==> src/rtl/pwm_cap_pkg.sv <==
// Shared constants for the PWM capture block: state encodings for the
// measurement FSM and the divider, and the default resolution/counter
// widths that must stay in step with the pwm generator.
package pwm_cap_pkg;

  // Default duty resolution and counter width shared with the generator
  localparam int BITS_DEF  = 8;
  localparam int CNT_W_DEF = 16;

  // Measurement FSM encoding
  localparam logic [0:0] IDLE = 1'b0;
  localparam logic [0:0] MEAS = 1'b1;

  // Divider FSM encoding
  localparam logic [0:0] D_IDLE = 1'b0;
  localparam logic [0:0] D_RUN  = 1'b1;

endpackage

==> src/rtl/pwm_capture_if.sv <==
// Receive side of the pwm link: the raw PWM input plus the measurement
// results. The capture block is the slave; whoever drives the waveform and
// consumes results is the master.
interface pwm_capture_if
  import pwm_cap_pkg::*;
#(
  parameter int BITS  = BITS_DEF,
  parameter int CNT_W = CNT_W_DEF
) ();

  logic             pwm_in;
  logic [BITS-1:0]  duty;
  logic [CNT_W-1:0] period;
  logic [CNT_W-1:0] high_time;
  logic             valid;
  logic             stuck;
  logic             stuck_level;

  modport master (
    output pwm_in,
    input  duty,
    input  period,
    input  high_time,
    input  valid,
    input  stuck,
    input  stuck_level
  );

  modport slave (
    input  pwm_in,
    output duty,
    output period,
    output high_time,
    output valid,
    output stuck,
    output stuck_level
  );

endinterface

==> src/rtl/pwm_div.sv <==
// Sequential restoring divider producing a BITS-wide quotient.
// The caller guarantees num[CNT_W+BITS-1:BITS] < den, so the upper part of
// the numerator is loaded straight into the remainder and only the low BITS
// numerator bits are iterated. The first iteration is folded into the start
// cycle, so done pulses BITS clk after start.
module pwm_div
  import pwm_cap_pkg::*;
#(
  parameter int BITS  = BITS_DEF,
  parameter int CNT_W = CNT_W_DEF
) (
  input  logic                  clk,
  input  logic                  rst,
  input  logic                  start,
  input  logic [CNT_W+BITS-1:0] num,
  input  logic [CNT_W-1:0]      den,
  output logic                  busy,
  output logic                  done,
  output logic [BITS-1:0]       quot
);

  localparam int            CW       = $clog2(BITS + 1);
  localparam logic [CW-1:0] CNT_ONE  = CW'(1);
  localparam logic [CW-1:0] CNT_LAST = CW'(BITS - 1);

  logic [0:0]       state_r;
  logic [CNT_W-1:0] rem_r;
  logic [CNT_W-1:0] den_r;
  logic [BITS-1:0]  low_r;
  logic [BITS-1:0]  q_r;
  logic [CW-1:0]    cnt_r;
  logic             done_r;
  logic [CNT_W:0]   step_s;

  // One restoring step: shift in the next numerator bit, subtract if it fits.
  // Returns {quotient_bit, new_remainder}.
  function automatic logic [CNT_W:0] div_step(
    input logic [CNT_W-1:0] rem,
    input logic             nbit,
    input logic [CNT_W-1:0] d
  );
    logic [CNT_W:0] sh;
    logic [CNT_W:0] diff;
    sh   = {rem, nbit};
    diff = sh - {1'b0, d};
    if (sh >= {1'b0, d}) begin
      div_step = {1'b1, diff[CNT_W-1:0]};
    end else begin
      div_step = {1'b0, sh[CNT_W-1:0]};
    end
  endfunction

  // Select operands for this cycle's step: fresh inputs when idle, state when running
  always_comb begin
    if (state_r == D_IDLE) begin
      step_s = div_step(num[CNT_W+BITS-1:BITS], num[BITS-1], den);
    end else begin
      step_s = div_step(rem_r, low_r[BITS-1], den_r);
    end
  end

  // Divider state machine: load and first step on start, then BITS-1 more steps
  always_ff @(posedge clk or posedge rst) begin
    if (rst) begin
      state_r <= D_IDLE;
      rem_r   <= {CNT_W{1'b0}};
      den_r   <= {CNT_W{1'b0}};
      low_r   <= {BITS{1'b0}};
      q_r     <= {BITS{1'b0}};
      cnt_r   <= {CW{1'b0}};
      done_r  <= 1'b0;
    end else begin
      case (state_r)
        D_IDLE: begin
          done_r <= 1'b0;
          if (start) begin
            rem_r   <= step_s[CNT_W-1:0];
            q_r     <= {{(BITS-1){1'b0}}, step_s[CNT_W]};
            low_r   <= {num[BITS-2:0], 1'b0};
            den_r   <= den;
            cnt_r   <= CNT_ONE;
            state_r <= D_RUN;
          end else begin
            state_r <= D_IDLE;
          end
        end
        D_RUN: begin
          rem_r <= step_s[CNT_W-1:0];
          q_r   <= {q_r[BITS-2:0], step_s[CNT_W]};
          low_r <= {low_r[BITS-2:0], 1'b0};
          cnt_r <= cnt_r + CNT_ONE;
          if (cnt_r == CNT_LAST) begin
            state_r <= D_IDLE;
            done_r  <= 1'b1;
          end else begin
            state_r <= D_RUN;
            done_r  <= 1'b0;
          end
        end
        default: begin
          state_r <= D_IDLE;
          done_r  <= 1'b0;
        end
      endcase
    end
  end

  assign busy = (state_r == D_RUN);
  assign done = done_r;
  assign quot = q_r;

endmodule

==> src/rtl/pwm_capture.sv <==
// PWM capture: measures period and high time of an asynchronous PWM input
// between consecutive rising edges and reports duty on the generator's
// 0..2^BITS-1 scale. A missing rising edge for TIMEOUT cycles is reported as
// a stuck input with the level it is stuck at.
module pwm_capture
  import pwm_cap_pkg::*;
#(
  parameter int BITS    = BITS_DEF,
  parameter int CNT_W   = CNT_W_DEF,
  parameter int TIMEOUT = 2**CNT_W - 1
) (
  input  logic         clk,
  input  logic         rst,
  pwm_capture_if.slave bus
);

  localparam logic [CNT_W-1:0] TO_VAL  = CNT_W'(TIMEOUT);
  localparam logic [CNT_W-1:0] CNT_ONE = CNT_W'(1);

  // Input synchroniser and edge register
  logic sync_a_r;
  logic sync_b_r;
  logic s_cur_r;
  logic s_prev_r;

  // Measurement state
  logic [0:0]       state_r;
  logic [CNT_W-1:0] pcnt_r;
  logic [CNT_W-1:0] hcnt_r;
  logic [CNT_W-1:0] per_pend_r;
  logic [CNT_W-1:0] high_pend_r;
  logic             halt_r;

  // Result registers
  logic [BITS-1:0]  duty_r;
  logic [CNT_W-1:0] period_r;
  logic [CNT_W-1:0] high_time_r;
  logic             valid_r;
  logic             stuck_r;
  logic             stuck_level_r;

  // Control
  logic             rise_s;
  logic             div_active_s;
  logic             accept_s;
  logic             at_limit_s;
  logic             timeout_s;
  logic             div_busy_s;
  logic             div_done_s;
  logic [BITS-1:0]  div_q_s;

  // Two-flop synchroniser followed by the current/previous level pair
  always_ff @(posedge clk or posedge rst) begin
    if (rst) begin
      sync_a_r <= 1'b0;
      sync_b_r <= 1'b0;
      s_cur_r  <= 1'b0;
      s_prev_r <= 1'b0;
    end else begin
      sync_a_r <= bus.pwm_in;
      sync_b_r <= sync_a_r;
      s_cur_r  <= sync_b_r;
      s_prev_r <= s_cur_r;
    end
  end

  // Edge detect, divider admission and timeout qualification.
  // A rise is only handed to the divider when neither the divider nor its
  // result write-back is in flight; otherwise the measurement is dropped.
  // A timeout waits while the divider is active so two valids never collide.
  always_comb begin
    rise_s       = s_cur_r & ~s_prev_r;
    div_active_s = div_busy_s | div_done_s;
    if (rise_s && (state_r == MEAS) && !div_active_s && !valid_r) begin
      accept_s = 1'b1;
    end else begin
      accept_s = 1'b0;
    end
    if ((pcnt_r == TO_VAL) && !halt_r && !rise_s) begin
      at_limit_s = 1'b1;
    end else begin
      at_limit_s = 1'b0;
    end
    if (at_limit_s && !div_active_s) begin
      timeout_s = 1'b1;
    end else begin
      timeout_s = 1'b0;
    end
  end

  // Measurement FSM and period/high-time counters
  always_ff @(posedge clk or posedge rst) begin
    if (rst) begin
      state_r     <= IDLE;
      pcnt_r      <= {CNT_W{1'b0}};
      hcnt_r      <= {CNT_W{1'b0}};
      per_pend_r  <= {CNT_W{1'b0}};
      high_pend_r <= {CNT_W{1'b0}};
      halt_r      <= 1'b0;
    end else if (rise_s) begin
      // The rise cycle itself is the first cycle of the next period, and it is high
      pcnt_r  <= CNT_ONE;
      hcnt_r  <= CNT_ONE;
      halt_r  <= 1'b0;
      state_r <= MEAS;
      if (accept_s) begin
        per_pend_r  <= pcnt_r;
        high_pend_r <= hcnt_r;
      end else begin
        per_pend_r  <= per_pend_r;
        high_pend_r <= high_pend_r;
      end
    end else if (timeout_s) begin
      // Stop counting until the input shows a rising edge again
      state_r <= IDLE;
      halt_r  <= 1'b1;
    end else if (halt_r || at_limit_s) begin
      pcnt_r <= pcnt_r;
      hcnt_r <= hcnt_r;
    end else begin
      pcnt_r <= pcnt_r + CNT_ONE;
      if ((state_r == MEAS) && s_cur_r) begin
        hcnt_r <= hcnt_r + CNT_ONE;
      end else begin
        hcnt_r <= hcnt_r;
      end
    end
  end

  pwm_div #(
    .BITS  (BITS),
    .CNT_W (CNT_W)
  ) u_div (
    .clk   (clk),
    .rst   (rst),
    .start (accept_s),
    .num   ({hcnt_r, {BITS{1'b0}}}),
    .den   (pcnt_r),
    .busy  (div_busy_s),
    .done  (div_done_s),
    .quot  (div_q_s)
  );

  // Result registers: written on a finished division or on a timeout, held otherwise
  always_ff @(posedge clk or posedge rst) begin
    if (rst) begin
      duty_r        <= {BITS{1'b0}};
      period_r      <= {CNT_W{1'b0}};
      high_time_r   <= {CNT_W{1'b0}};
      valid_r       <= 1'b0;
      stuck_r       <= 1'b0;
      stuck_level_r <= 1'b0;
    end else if (div_done_s) begin
      duty_r        <= div_q_s;
      period_r      <= per_pend_r;
      high_time_r   <= high_pend_r;
      valid_r       <= 1'b1;
      stuck_r       <= 1'b0;
      stuck_level_r <= 1'b0;
    end else if (timeout_s) begin
      duty_r        <= s_cur_r ? {BITS{1'b1}} : {BITS{1'b0}};
      period_r      <= {CNT_W{1'b0}};
      high_time_r   <= {CNT_W{1'b0}};
      valid_r       <= 1'b1;
      stuck_r       <= 1'b1;
      stuck_level_r <= s_cur_r;
    end else begin
      valid_r       <= 1'b0;
    end
  end

  assign bus.duty        = duty_r;
  assign bus.period      = period_r;
  assign bus.high_time   = high_time_r;
  assign bus.valid       = valid_r;
  assign bus.stuck       = stuck_r;
  assign bus.stuck_level = stuck_level_r;

endmodule

==> src/flat_wrapper.sv <==
// flat-port wrapper written by rule: the top's interface ports become plain ports
module pwm_capture_flat import pwm_cap_pkg::*;
#(
  parameter int BITS    = BITS_DEF,
  parameter int CNT_W   = CNT_W_DEF,
  parameter int TIMEOUT = 2**CNT_W - 1
)
  (clk, rst, bus_pwm_in, bus_duty, bus_period, bus_high_time, bus_valid, bus_stuck, bus_stuck_level);
  pwm_capture_if #(.BITS(BITS), .CNT_W(CNT_W)) bus_i ();
  input  logic clk;
  input  logic rst;
  input wire logic [$bits(bus_i.pwm_in)-1:0] bus_pwm_in;
  output wire logic [$bits(bus_i.duty)-1:0] bus_duty;
  output wire logic [$bits(bus_i.period)-1:0] bus_period;
  output wire logic [$bits(bus_i.high_time)-1:0] bus_high_time;
  output wire logic [$bits(bus_i.valid)-1:0] bus_valid;
  output wire logic [$bits(bus_i.stuck)-1:0] bus_stuck;
  output wire logic [$bits(bus_i.stuck_level)-1:0] bus_stuck_level;
  assign bus_i.pwm_in = bus_pwm_in;
  assign bus_duty = bus_i.duty;
  assign bus_period = bus_i.period;
  assign bus_high_time = bus_i.high_time;
  assign bus_valid = bus_i.valid;
  assign bus_stuck = bus_i.stuck;
  assign bus_stuck_level = bus_i.stuck_level;
  pwm_capture #(.BITS(BITS), .CNT_W(CNT_W), .TIMEOUT(TIMEOUT)) u_core (.clk(clk), .rst(rst), .bus(bus_i));
endmodule
==> config.mk <==
export PLATFORM = sky130hd
export DESIGN_NAME = pwm_capture_flat
export DESIGN_NICKNAME = d
export VERILOG_FILES = /design/src/rtl/pwm_cap_pkg.sv /design/src/rtl/pwm_capture_if.sv /design/src/rtl/pwm_div.sv /design/src/rtl/pwm_capture.sv /design/src/flat_wrapper.sv
export SDC_FILE = /design/constraint.sdc
export NUM_CORES = 1
export LEC_CHECK = 0
export BUFFER_PORTS_ARGS = -buffer_cell sky130_fd_sc_hd__buf_2
export CAP_MARGIN = 20
export CORE_MARGIN = 3
export CORE_UTILIZATION = 45
export CTS_CLUSTER_DIAMETER = 50
export DETAILED_ROUTE_END_ITERATION = 8
export SLEW_MARGIN = 20
export SYNTH_ARGS = -nofsm -noshare
export SYNTH_HDL_FRONTEND = slang
export SYNTH_HIERARCHICAL = 1
export SYNTH_SLANG_ARGS = --single-unit
==> constraint.sdc <==
create_clock -name clk -period 7.6 [get_ports clk]
set_input_delay 0 -clock clk [delete_from_list [all_inputs] [get_ports clk]]
set_output_delay 0 -clock clk [all_outputs]
set_load 0.005 [all_outputs]
==> reports/metrics.yaml, run 1 <==
status: "finished, final reports clean"
final_area_um2: 10000
reg2reg_depth: 10
irDropWorstVdd_mv: 0.181
post-route-drc-count: 0
area_growth_pct: 12.0
worst_ep_arrival_time_ns: 3.79
pwr_density_cell_nw_per_um2: 348
setup-violations-final: 0
worstSetupPathType: "register to register"
grt-ovfl-total: 0
skew_ns: 0.0135
fp-row-count: 50
slew_headroom_pct: 33.8
fin_nets: 1034
insertedDiodeCount: 0
grt_pass1_vias: 6626
antenna_found_initial: 0
placed_cell_area_um2: 9380
crit_required_ns: 7.91
hold_start: "bus_pwm_in"
grt_max_degree: 59
cts_resized: 0
ys_types: 74
min_path_type: "input pin to register"
post-route-min-period_ns: 3.48
rsz0062_at_grt: "no"
synth_edf_count: 0
ys_warn_count: 6
cts_sinks: 166
drive_gt1_share_pct: 13.4
fillers: 1757
r2r-start: "u_core/pcnt_r[2]"
cts_tree: "built"
hold_violations: 0
place_congestion: 0.892
htreeDepth: 4
drt-met1-wl_um: 11100
synth-main-ff-cell: "dfrtp_1"
holdPathStages: 2
cpPeakStageDelay_ns: 0.79
fin_tns_setup_ns: 0
start_util_pct: 46.8
start_kind: "register"
clock_path_buffers: 2
die_y_um: 147
drtAntennaViolNets: 0
drt_iter0_drc: 466
grt_first_pass_wirelength_um: 36600
synth_area_um2: 8930
route.met3.wl_um: 981
finalMaxSlewViolations: 0
r2r_setup_slack_ns: 4.12
drt-total-wl_um: 22100
dr.pass1.iters: 5
dr_total_vias: 7027
synth-seq-cells: 166
reg2reg_to: "u_core/u_div/rem_r[12]"
async_flop_share_pct: 100
routed_via_density: 5.55
cp_num_buf_inv: 1
worst_setup_path_end_kind: "register"
regArea_um2: 4160
worst_pin_slew_ns: 0.992
io_buffers: 45
grt_usage_pct: 21.0
crit_chain: "inv_1 -> ha_1 -> o21ai_1 -> a21oi_1 -> o41ai_2 -> o311ai_2 -> a211o_1 -> mux2i_1 -> a211oi_1 -> a311o_1"
synth_seq_area_share_pct: 46.5
die_w_um: 147
coreArea_um2: 19100
p_leak_nw: 4.57
cap_violations: 0
syn_area_per_cell_um2: 9.32
dp_hpwl_um: 15500
dieArea_um2: 21600
cp_max_fo: 21
critical_path.top_delay_family: "compound AO/OA/AOI/OAI gates"
fin_crit_sh_pct: 45.8
wl_per_cell_um: 17.5
met2_length_um: 9720
numCtsBuffers: 17
max_freq_mhz: 287
synthCells: 958
multi_input_comb_area_um2: 4410
slowest_stage: "a211o_1"
worstHoldEndpoint: "u_core/sync_a_r"
root_buffer: "clkbuf_16"
clkTransAtPathRegs_ns: 0.07
highest_layer: "met4"
io_pins: 46
clk_latency_ns: 0.43
==> synth_stat cells, types with 3 or more instances <==
cell type,instances,area share [%]
a31oi_1,6,0.42
dfrtp_1,166,47
inv_1,53,2.2
nand3b_1,4,0.34
a31o_2,3,0.29
nand2b_1,7,0.49
or4_1,4,0.34
o21ai_0,86,4.8
a22o_1,3,0.29
nor3b_1,4,0.34
a21o_1,5,0.42
o311ai_1,4,0.39
buf_1,3,0.13
nor2_1,75,3.2
clkbuf_1,29,1.2
mux2_2,28,3.5
nand4_1,14,0.98
a211o_1,7,0.69
nor2b_1,3,0.21
mux2_1,3,0.38
nand2_1,156,6.6
or3_1,7,0.49
mux2i_1,20,2.2
a21oi_1,42,2.4
o211ai_1,5,0.42
o21a_1,4,0.34
nor3_1,19,1.1
buf_2,9,0.50
o21ai_1,13,0.73
o221ai_1,3,0.29
nand3_1,20,1.1
xnor2_1,23,2.3
a211oi_1,13,1.1
or2_2,3,0.21
and3_1,9,0.63
ha_1,35,4.9
xor2_1,17,1.7
==> area by class of cell <==
type	count	area share (%)
clock buffer	18	4.39
clock inverter	14	1.55
inverter	54	2.05
multi-input combinational	700	44.1
sequential	166	41.6
tap	260	3.25
timing repair buffer	55	3.05
==> placed cells by master (no fill, tap or decap), drive strengths merged, types with 5 or more instances in the layout <==
cell      n
and3      9
a211oi   14
clkbuf   18
nand4    16
nor2     75
o211ai    6
mux2i    20
ha       35
nor3     19
buf      53
o21ai    99
clkinv    7
a21oi    43
o311ai    5
a31oi     6
a211o     7
nand2b    7
mux2     31
nand2   156
xor2     17
inv      61
xnor2    23
dfrtp   166
a21o      5
conb      8
or3       7
nand3    20
==> repair_timing <==
item                      4_1_cts  5_1_grt
hold endpoints to repair      109        0
buffers inserted                0        0
hold buffers                    2        0
==> sequential cells by signal (all words and copies together) (netlist names), 4 cells and up <==
register and flops:
u_core/high_pend_r 16, u_core/u_div/den_r 16, u_core/per_pend_r 16, u_core/pcnt_r 16
u_core/u_div/low_r 7, u_core/u_div/quot 8, u_core/u_div/rem_r 16, u_core/u_div/cnt_r 4
u_core/bus.duty 8, u_core/bus.period 16, u_core/bus.high_time 16, u_core/hcnt_r 16
==> metal layers <==
layer  global-route usage [%]  vias to the layer above
met3                     3.86                       29
met1                     31.5                     3409
met2                     31.8                      172
met5                        0                        -
met4                     5.03                        0
li1                         -                     3417
==> power breakdown <==
part	internal, mW	switching, mW	total (mW)
Clock	0.451	0.415	0.866
Combinational	0.595	0.824	1.42
Sequential	1.06	0.138	1.19
Total	2.10	1.38	3.48
==> logic make-up (layout without fill, tap and decap cells) <==
| logic type | after synthesis | count (layout) | synth area share [%] |
|---|---|---|---|
| AOI/OAI and AO/OA | 223 | 223 | 15.9 |
| xor gates and xnor gates | 40 | 40 | 3.92 |
| adders and majority gates | 37 | 37 | 5.35 |
| buffers and inverters | 99 | 141 | 4.44 |
| DFF | 166 | 166 | 46.5 |
| muxes | 51 | 51 | 6.15 |
| other | 1 | 8 | 0.0420 |
| and+or+nand+nor | 341 | 341 | 17.6 |
==> worst max path at each step <==
stage                      from                     end  slack (ns)  depth (start not counted)
2_1_floorplan               rst      u_core/bus.duty[0]        4.61                          1
3_3_place_gp   u_core/hcnt_r[9]   u_core/u_div/rem_r[0]        4.19                          8
3_5_place_dp   u_core/pcnt_r[2]   u_core/u_div/rem_r[0]        4.19                         10
4_1_cts        u_core/pcnt_r[2]  u_core/u_div/rem_r[12]        4.17                         10
5_1_grt        u_core/pcnt_r[2]  u_core/u_div/rem_r[12]        3.89                         10
6_report       u_core/pcnt_r[2]  u_core/u_div/rem_r[12]        4.12                         10
==> through the flow <==
step / util (%) / std cells / hold slack (ns) / worst slack, ns / power [mW]
after floorplan: - / 965 / 0.0314 / 4.61 / 2.29
after global placement: 49.2 / 1233 / 0.110 / 4.19 / 2.61
after detailed placement: 49.2 / 1233 / 0.109 / 4.19 / 2.62
after CTS: 52.4 / 1267 / 0.193 / 4.17 / 3.49
after global routing: 52.4 / 1267 / 0.223 / 3.89 / 3.74
final: 52.4 / 1267 / 0.214 / 4.12 / 3.48
Note: power is estimated with default switching activity, not from simulation.
==> run 2, diff against run 1 <==
- ABC_AREA: not set -> 1
- clock period: 7.6 -> 3.3 ns (I/O delays scaled with it)
==> run 2 against run 1 <==
Compared with the run above: via count up 20%; largest cell class unchanged; clock power up 130%; wire length up 14%; largest power group unchanged; count of clock-buffer cells in the layout unchanged; critical path type unchanged; global-route usage up 0.95 points; core utilization down 0.082 points.
==> reports/metrics.yaml, run 2 <==
utilization_pct: 52.3  # -0.082 points
p_sw_share_pct: 43.7  # +4.1 points
worst_ep_arrival_time_ns: 2.80  # -0.99 ns
start_kind: "register"
reg2reg_depth: 11  # +1
routed_via_density: 5.11  # -7.9%
r2r-start: "u_core/pcnt_r[8]"
post-route-drc-count: 0  # unchanged
ys_warn_count: 6  # unchanged
cts_resized: 0  # unchanged
post-route-min-period_ns: 2.49  # -0.992 ns
rsz0062_at_grt: "no"
synth_area_um2: 9640  # +8.0%
synth-seq-cells: 166  # unchanged
clkTransAtPathRegs_ns: 0.07  # about the same
area_growth_pct: 11.9  # about the same
insertedDiodeCount: 0  # unchanged
synth-main-ff-cell: "dfrtp_1"
wl_per_cell_um: 15.2  # -13%
dpl.cell_count: 1617  # +31%
fin_nets: 1408  # +36%
coreArea_um2: 20600  # +8.1%
io_buffers: 45  # unchanged
power_mw: 8.79  # +150%
place_congestion: 0.908  # +1.8%
drt_iter0_drc: 614  # +32%
p_clk_share_pct: 22.3  # -2.6 points
power.internal_mw: 4.95  # +140%
start_util_pct: 46.7  # about the same
cp_num_buf_inv: 2  # +1
grt_usage_pct: 22.0  # +0.95 points
min_path_type: "input pin to asynchronous set/reset pin"
cts_hold_buf: 2  # unchanged
cap_violations: 0  # unchanged
grt_max_degree: 63  # +6.8%
drtAntennaViolNets: 0  # unchanged
p_leak_nw: 5.56  # +22%
clock_path_buffers: 2  # unchanged
finalMaxSlewViolations: 0  # unchanged
finalNonFillerCells: 1651  # +30%
drive_gt1_share_pct: 10.4  # -3.0 points
worst_setup_path_end_kind: "register"
max_freq_mhz: 402  # +40%
grt_first_pass_wirelength_um: 41700  # +14%
switchingPower_mw: 3.84  # +180%
yosysTopAreaCell: "dfrtp_1"
critical_path.top_delay_family: "simple AND/OR/NAND/NOR gates"
grt_pass1_vias: 7885  # +19%
cts_sinks: 166  # unchanged
final_common_cell: "nand2_1"
post_cts_buffers: 0  # unchanged
combPwrFrac_pct: 45.9  # +5.1 points
root_buffer: "clkbuf_16"
synthCells: 1318  # +38%
seq_power_share_pct: 31.8  # -2.5 points
pwr_density_cell_nw_per_um2: 815  # +130%
yosys-top-cells-count: "471 x nand2_1, 166 x dfrtp_1, 138 x inv_1, 138 x nand3_1, 100 x nor2_1"
fp-row-count: 52  # +4.0%
die_y_um: 152  # +3.8%
dr.pass1.iters: 5  # unchanged
cts_tree: "built"
yosys-top-cells-area: "dfrtp_1 43%, nand2_1 18%, nand3_1 7.2%"
skew_ns: 0.0207  # +0.00720 ns
dieArea_um2: 23200  # +7.7%
synth_seq_area_share_pct: 43.1  # -3.4 points
drt-total-wl_um: 25200  # +14%
die_w_um: 152  # +3.8%
status: "finished, final reports clean"
fin_tns_setup_ns: 0  # unchanged
r2r_setup_slack_ns: 0.81  # -3.31 ns
reg2reg_to: "u_core/u_div/rem_r[8]"
yosysMostFrequentCell: "nand2_1"
synth_edf_count: 0  # unchanged
numCtsBuffers: 17  # unchanged
irDropWorstVdd_mv: 0.433  # +140%
setup-violations-final: 0  # unchanged
mostFrequentLayoutCells: "471 x nand2_1, 166 x dfrtp_1, 137 x nand3_1, 136 x inv_1, 99 x nor2_1"
worst_pin_slew_ns: 0.787  # -0.205 ns
cp_max_fo: 26  # +24%
cpPeakStageDelay_ns: 0.52  # -0.27 ns
dp_hpwl_um: 18700  # +21%
dr_total_vias: 8432  # +20%
hold_violations: 0  # unchanged
slowest_stage: "dfrtp_1"
htreeDepth: 4  # unchanged
fin_crit_sh_pct: 75.4  # +30 points
crit_required_ns: 3.61  # -4.30 ns
yosysTopAreaCellShare_pct: 43.1  # -3.4 points
async_flop_share_pct: 100  # unchanged
grt-ovfl-total: 0  # unchanged
worstSetupPathType: "register to register"
crit_chain: "inv_1 -> ha_1 -> nand2_1 -> inv_1 -> a21oi_2 -> nand3_2 -> nand3_2 -> nand2_4 -> or2_2 -> nand3_1 -> nand3_1"
fillers: 2033  # +16%
clk_latency_ns: 0.43  # about the same
io_pins: 46  # unchanged
syn_area_per_cell_um2: 7.31  # -22%
slew_headroom_pct: 47.5  # +14 points
ys_types: 41  # -45%
antenna_found_initial: 2  # +2
## run 2: stage by stage
stage                     hold WS (ns)  area (µm²)  setup slack [ns]
after detailed placement        0.0829       10200             0.875
after floorplan                 0.0314        9670             0.313
after CTS                        0.170       10800             0.831
after global placement          0.0837       10200             0.869
final                            0.164       10800             0.812
after global routing             0.205       10800             0.626
## run 2: cell type report
type | count | area (µm²) | share of cell area [%]
clock buffer | 18 | 429 | 3.98
inverter | 143 | 539 | 5.00
timing repair buffer | 66 | 400 | 3.71
multi-input combinational | 974 | 4770 | 44.2
clock inverter | 14 | 158 | 1.46
tap | 270 | 338 | 3.13
sequential | 166 | 4150 | 38.5
## run 2: worst max path at each step
stage	from	end	slack, ns	cells after the start
detailed placement	u_core/pcnt_r[8]	u_core/u_div/rem_r[8]	0.88	11
CTS	u_core/pcnt_r[8]	u_core/u_div/rem_r[8]	0.83	11
global placement	u_core/pcnt_r[8]	u_core/u_div/rem_r[1]	0.87	11
global route	u_core/pcnt_r[2]	u_core/u_div/rem_r[8]	0.63	13
finish	u_core/pcnt_r[8]	u_core/u_div/rem_r[8]	0.81	11
floorplan	rst	u_core/bus.duty[0]	0.31	1
## run 2: cell families after synthesis
| family | after synthesis | synth area share [%] |
|---|---|---|
| buffers and inverters | 185 | 7.78 |
| other | 1 | 0.0389 |
| xor gates and xnor gates | 25 | 2.27 |
| adders and majority gates | 37 | 4.96 |
| DFF | 166 | 43.1 |
| AOI/OAI and AO/OA | 130 | 7.37 |
| and+or+nand+nor | 774 | 34.5 |
## run 2: power by group through the flow
| stage | clock, mW | combinational [mW] | sequential (mW) |
|---|---|---|---|
| CTS | 2.01 | 4.04 | 2.80 |
| global placement | 0 | 4.00 | 2.82 |
| global route | 2.10 | 4.61 | 2.86 |
| floorplan | 0 | 3.21 | 2.74 |
| finish | 1.96 | 4.04 | 2.80 |
| detailed placement | 0 | 4.02 | 2.83 |
## run 2: worst reg2reg max path: cells and delay by family (launching register included)
kind / cells / cell delay (ns)
simple gates: 7 / 1.12
flops: 1 / 0.52
fa+ha+maj: 1 / 0.36
buf+inv: 2 / 0.21
compound gates: 1 / 0.16
## run 2: per-layer routing
layer / GRT usage (%) / vias to the layer above / wire length (µm)
met1: 31.8 / 3936 / 12200
met4: 5.14 / 4 / 348
met2: 34.8 / 178 / 11300
met3: 3.66 / 30 / 1270
met5: 0 / - / 26
li1: - / 4284 / -
